**src/rtl/ram8_if.sv**
```systemverilog
// ram8 bus: write data, load strobe, word address and read data.
// master drives in/load/address, slave returns out.
interface ram8_if;
  logic [15:0] in;
  logic        load;
  logic [2:0]  address;
  logic [15:0] out;

  modport master (
    output in,
    output load,
    output address,
    input  out
  );

  modport slave (
    input  in,
    input  load,
    input  address,
    output out
  );
endinterface

```
**src/rtl/ram8.sv**
```systemverilog
// ram8: 8 x 16-bit memory built as dmux8way -> register16 x8 -> mux8way16.
// Ports: clk, reset (sync, active-high), bus (ram8_if.slave).

module ram8_dmux (
  input  logic in,
  input  logic sel,
  output logic a,
  output logic b
);
  assign a = in & ~sel;
  assign b = in & sel;
endmodule

module ram8_dmux4way (
  input  logic       in,
  input  logic [1:0] sel,
  output logic       a,
  output logic       b,
  output logic       c,
  output logic       d
);
  logic lo;
  logic hi;

  ram8_dmux u_top (.in(in), .sel(sel[1]), .a(lo), .b(hi));
  ram8_dmux u_lo  (.in(lo), .sel(sel[0]), .a(a),  .b(b));
  ram8_dmux u_hi  (.in(hi), .sel(sel[0]), .a(c),  .b(d));
endmodule

module ram8_dmux8way (
  input  logic       in,
  input  logic [2:0] sel,
  output logic       l0,
  output logic       l1,
  output logic       l2,
  output logic       l3,
  output logic       l4,
  output logic       l5,
  output logic       l6,
  output logic       l7
);
  logic lo;
  logic hi;

  ram8_dmux u_top (.in(in), .sel(sel[2]), .a(lo), .b(hi));

  ram8_dmux4way u_lo (
    .in(lo), .sel(sel[1:0]),
    .a(l0), .b(l1), .c(l2), .d(l3)
  );

  ram8_dmux4way u_hi (
    .in(hi), .sel(sel[1:0]),
    .a(l4), .b(l5), .c(l6), .d(l7)
  );
endmodule

module ram8_register16 (
  input  logic        clk,
  input  logic        reset,
  input  logic        load,
  input  logic [15:0] d,
  output logic [15:0] q
);
  // reset wins over load, so a write in a reset cycle is dropped
  always_ff @(posedge clk) begin
    if (reset)
      q <= 16'h0000;
    else if (load)
      q <= d;
  end
endmodule

module ram8_mux16 (
  input  logic [15:0] a,
  input  logic [15:0] b,
  input  logic        sel,
  output logic [15:0] out
);
  assign out = sel ? b : a;
endmodule

module ram8_mux4way16 (
  input  logic [15:0] a,
  input  logic [15:0] b,
  input  logic [15:0] c,
  input  logic [15:0] d,
  input  logic [1:0]  sel,
  output logic [15:0] out
);
  logic [15:0] ab;
  logic [15:0] cd;

  ram8_mux16 u_ab (.a(a),  .b(b),  .sel(sel[0]), .out(ab));
  ram8_mux16 u_cd (.a(c),  .b(d),  .sel(sel[0]), .out(cd));
  ram8_mux16 u_o  (.a(ab), .b(cd), .sel(sel[1]), .out(out));
endmodule

module ram8_mux8way16 (
  input  logic [15:0] w0,
  input  logic [15:0] w1,
  input  logic [15:0] w2,
  input  logic [15:0] w3,
  input  logic [15:0] w4,
  input  logic [15:0] w5,
  input  logic [15:0] w6,
  input  logic [15:0] w7,
  input  logic [2:0]  sel,
  output logic [15:0] out
);
  logic [15:0] lo;
  logic [15:0] hi;

  ram8_mux4way16 u_lo (
    .a(w0), .b(w1), .c(w2), .d(w3),
    .sel(sel[1:0]), .out(lo)
  );

  ram8_mux4way16 u_hi (
    .a(w4), .b(w5), .c(w6), .d(w7),
    .sel(sel[1:0]), .out(hi)
  );

  ram8_mux16 u_o (.a(lo), .b(hi), .sel(sel[2]), .out(out));
endmodule

module ram8 (
  input  logic  clk,
  input  logic  reset,
  ram8_if.slave bus
);
  logic l0, l1, l2, l3, l4, l5, l6, l7;
  logic [15:0] w0, w1, w2, w3, w4, w5, w6, w7;

  ram8_dmux8way u_dmux (
    .in(bus.load), .sel(bus.address),
    .l0(l0), .l1(l1), .l2(l2), .l3(l3),
    .l4(l4), .l5(l5), .l6(l6), .l7(l7)
  );

  ram8_register16 u_w0 (
    .clk(clk), .reset(reset), .load(l0), .d(bus.in), .q(w0)
  );
  ram8_register16 u_w1 (
    .clk(clk), .reset(reset), .load(l1), .d(bus.in), .q(w1)
  );
  ram8_register16 u_w2 (
    .clk(clk), .reset(reset), .load(l2), .d(bus.in), .q(w2)
  );
  ram8_register16 u_w3 (
    .clk(clk), .reset(reset), .load(l3), .d(bus.in), .q(w3)
  );
  ram8_register16 u_w4 (
    .clk(clk), .reset(reset), .load(l4), .d(bus.in), .q(w4)
  );
  ram8_register16 u_w5 (
    .clk(clk), .reset(reset), .load(l5), .d(bus.in), .q(w5)
  );
  ram8_register16 u_w6 (
    .clk(clk), .reset(reset), .load(l6), .d(bus.in), .q(w6)
  );
  ram8_register16 u_w7 (
    .clk(clk), .reset(reset), .load(l7), .d(bus.in), .q(w7)
  );

  ram8_mux8way16 u_mux (
    .w0(w0), .w1(w1), .w2(w2), .w3(w3),
    .w4(w4), .w5(w5), .w6(w6), .w7(w7),
    .sel(bus.address), .out(bus.out)
  );
endmodule

```
**src/flat_wrapper.sv**
```systemverilog
// flat-port wrapper written by rule: the top's interface ports become plain ports
module ram8_flat 
  (clk, reset, bus_in, bus_load, bus_address, bus_out);
  ram8_if bus_i ();
  input  logic clk;
  input  logic reset;
  input wire logic [$bits(bus_i.in)-1:0] bus_in;
  input wire logic [$bits(bus_i.load)-1:0] bus_load;
  input wire logic [$bits(bus_i.address)-1:0] bus_address;
  output wire logic [$bits(bus_i.out)-1:0] bus_out;
  assign bus_i.in = bus_in;
  assign bus_i.load = bus_load;
  assign bus_i.address = bus_address;
  assign bus_out = bus_i.out;
  ram8 u_core (.clk(clk), .reset(reset), .bus(bus_i));
endmodule
```
**config.mk**
```make
export PLATFORM = sky130hd
export DESIGN_NAME = ram8_flat
export DESIGN_NICKNAME = d
export VERILOG_FILES = /design/src/rtl/ram8_if.sv /design/src/rtl/ram8.sv /design/src/flat_wrapper.sv
export SDC_FILE = /design/constraint.sdc
export NUM_CORES = 1
export LEC_CHECK = 0
export BUFFER_PORTS_ARGS = -buffer_cell sky130_fd_sc_hd__buf_2
export CAP_MARGIN = 20
export CORE_AREA = 10 10 116 97
export CTS_BUF_LIST = sky130_fd_sc_hd__clkbuf_2 sky130_fd_sc_hd__clkbuf_4 sky130_fd_sc_hd__clkbuf_8
export CTS_CLUSTER_SIZE = 24
export DETAILED_ROUTE_END_ITERATION = 8
export DIE_AREA = 0 0 126 107
export PLACE_DENSITY = 0.92
export SYNTH_ARGS = -nofsm -noshare
export SYNTH_HDL_FRONTEND = slang
export SYNTH_SLANG_ARGS = --single-unit
export TNS_END_PERCENT = 5
```
**constraint.sdc**
```tcl
create_clock -name clk -period 2.34 [get_ports clk]
set_input_delay 0.117 -clock clk [delete_from_list [all_inputs] [get_ports clk]]
set_output_delay 0.117 -clock clk [all_outputs]
set_load 0.02 [all_outputs]
```
==> summary.txt <==
Clock network
  – H-tree depth: 4
  – Clock Latency Late Sink: about 0.46 ns
  – Clk buf depth: 2
  – Hold buffer count at CTS: 16
  – CTS Root Cell: clkbuf_8
  – CTS tree: built
  – CTS resizes: 0
  – Worst-path clk slew: about 0.080 ns
  – Post-CTS Setup Repair Bufs: 0
  – Clock Sinks: between 100 and 150
  – CTS buffer count: 17

Job
  – Max-cap viol count: 0

Placement
  – Port Buf Inserts: 37
  – DPL Wire Length: between 10000 and 15000 um
  – Final GP Congestion: roughly 0.84
  – Placed cell count: 760

Global routing
  – Total track usage: 0.282
  – Initial antenna violation count: 0
  – First-pass GRT wire length: around 30000 um
  – Total gr overflow: 0
  – Pin count of the biggest net entering global routing: 70
  – Vias in the first global route: about 5400

Detailed routing
  – Initial DRC count: around 1000
  – DRC errors left: 0
  – Number of antenna-violating nets in the routed design: 0
  – Vias per cell: between 6 and 7
  – Routed len/inst: 23.9 um
  – Drt first pass iters: 9
  – Final wirelength: just under 20000 um
  – Vias: approximately 5600

STA
  – Pins Over Slew Limit: 0
  – FMAX: 469 MHz
  – Final worst-path cycle share: 0.912
  – Setup-failing EPs final: 0
  – Slew HR: 0.501
  – RSZ-0062 raised after global routing: no
  – Final hold vios: 1
  – Worst-Margin Slew: approximately 0.75 ns
  – Fin Setup TNS: 0 ns
  – Final Skew: 0 ns
  – Hold slack: -0.00574 ns
  – Post-route minimum period: ~2.1 ns

Finish
  – Filler Cells Inserted: just over 500
  – Nets: 702
  – Share of cells above drive strength 1: 0.186
  – P&R area growth vs syn: 15.0%
  – Antenna cells: 0
  – Layout Cells excl Fill: approximately 810

Die
  – Row count: 31
  – IO Pins: 38
  – Die width: 126 um
  – Total core area: 0.00892 mm2
  – Height of the die: approximately 110 um
  – Die area: 0.0135 mm2
  – Initial core utilization: 0.642

Critical path
  – Reg2reg path depth: 2
  – Critical Path AT: about 2 ns
  – Worst path most repeated cell: buf_2
  – Critical path's slowest cell: mux4_1
  – Crit. End Element: primary output
  – Nature of the critical path startpoint: input pin
  – WP data required: 2.22 ns
  – Critical path peak fanout: 25
  – Crit-path cells: buf_2 -> buf_12 -> mux4_1 -> mux2_2 -> buf_2
  – Worst stage delay on the critical path: 0.60 ns
  – CP Class: in2out

Power
  – Total Power: around 5 mW
  – Leak: about 2.5 nW
  – VDD IR max: a little over 500 uV
  – Power Dens Cells: roughly 760 mW/mm2

Hold path
  – Hold Path Depth: 3
  – Worst hold-check path type: in2reg

Yosys
  – Synth Net Count: between 600 and 700
  – #FFs+latches synth: ~130
  – Yosys cell types: 21
  – Mapped Area: between 0.005 and 0.006 mm2
  – Yosys warns: 0
  – Post-Synthesis Cells: around 650
  – Post-synthesis sequential area ratio: 0.447
  – Mean Syn Cell Area: just under 9 um2

Run status
  – Outcome: complete, but fails checks
  – Failing checks: hold timing
[placed cells by master, fill, tap and decap left out]
master and n:
mux4_1 25, clkbuf_4 1, dfxtp_1 128, dlygate4sd3_1 16
nand2_1 256, and4b_1 3, clkinvlp_4 3, buf_12 2
clkinv_2 1, clkinv_4 2, nand4b_1 3, nor4b_4 1
inv_6 1, and4bb_2 2, clkbuf_8 18, a21oi_1 128
mux4_2 7, nand4_1 1, bufinv_16 6, nand4bb_1 3
nor4bb_2 1, and4_1 1, mux2_2 16, or4b_2 1
buf_2 36, buf_4 31
[per-stage QoR]
step | cell area, um2 | setup slack, ns | utilization
final | 6590 | 0.206 | 0.738
after global placement | 5940 | 0.337 | 0.665
after global routing | 6590 | 0.175 | 0.738
after detailed placement | 5940 | 0.282 | 0.665
after CTS | 6590 | 0.253 | 0.738
after floorplan | 5730 | 0.853 | -
[power breakdown]
group          internal (mW)  switching, mW  leakage [nW]
Combinational          0.150          0.251          1.23
Sequential              2.22         0.0296          1.04
Clock                   1.42          0.936         0.236
[worst paths after layout]
path,startpoint,endpoint,slack [ns]
max,bus_address[0],bus_out[9],0.21
min,bus_in[10],u_core.u_w3.q[10],-0.006
max reg2reg,u_core.u_w6.q[13],u_core.u_w6.q[13],1.26
min reg2reg,u_core.u_w2.q[8],u_core.u_w2.q[8],0.46
[registers in the layout, summed over array words and instances (netlist names)]
signal,cells
u_core.u_w7.q,16
u_core.u_w4.q,16
u_core.u_w0.q,16
u_core.u_w6.q,16
u_core.u_w1.q,16
u_core.u_w5.q,16
u_core.u_w2.q,16
u_core.u_w3.q,16
[routing by layer]
layer | vias to the layer above | part of all wire | track usage
li1 | 2264 | - | -
met1 | 2560 | 0.33 | 0.330
met2 | 604 | 0.44 | 0.432
met3 | 202 | 0.15 | 0.0881
met4 | 0 | 0.084 | 0.205
met5 | - | 0 | 0
[cells by family after synthesis]
family	Yosys count	share of synthesized area
muxes	48	0.174
DFF	128	0.447
and+or+nand+nor	272	0.198
buffers and inverters	71	0.0688
AOI/OAI and AO/OA	128	0.112
[synth_stat cells]
cell	count	share of area
a21oi_1	128	0.11
and4_1	1	0.0015
and4b_1	3	0.0052
and4bb_2	2	0.0044
buf_12	2	0.0070
buf_2	19	0.017
buf_4	12	0.016
buf_6	2	0.0039
buf_8	1	0.0026
clkbuf_1	35	0.023
dfxtp_1	128	0.45
mux2_2	16	0.031
mux4_1	25	0.11
mux4_2	7	0.028
nand2_1	256	0.17
nand4_1	1	0.0011
nand4b_1	3	0.0046
nand4bb_1	3	0.0059
nor4b_4	1	0.0042
nor4bb_1	1	0.0017
or4b_2	1	0.0017
[final cells by class]
cell class,instances,area [um2],area share
Timing Repair Buffer,85,613,0.0931
Clock buffer,19,255,0.0388
Sequential cell,128,2560,0.389
Clock inverter,13,234,0.0355
Multi-Input combinational cell,448,2780,0.422
Tap cell,115,144,0.0219
[critical path, delay by kind of cell]
| kind | cells | cell delay [ns] |
|---|---|---|
| buffers and inverters | 3 | 0.99 |
| multiplexers | 2 | 0.89 |
Note: power is estimated with default switching activity, not from simulation.
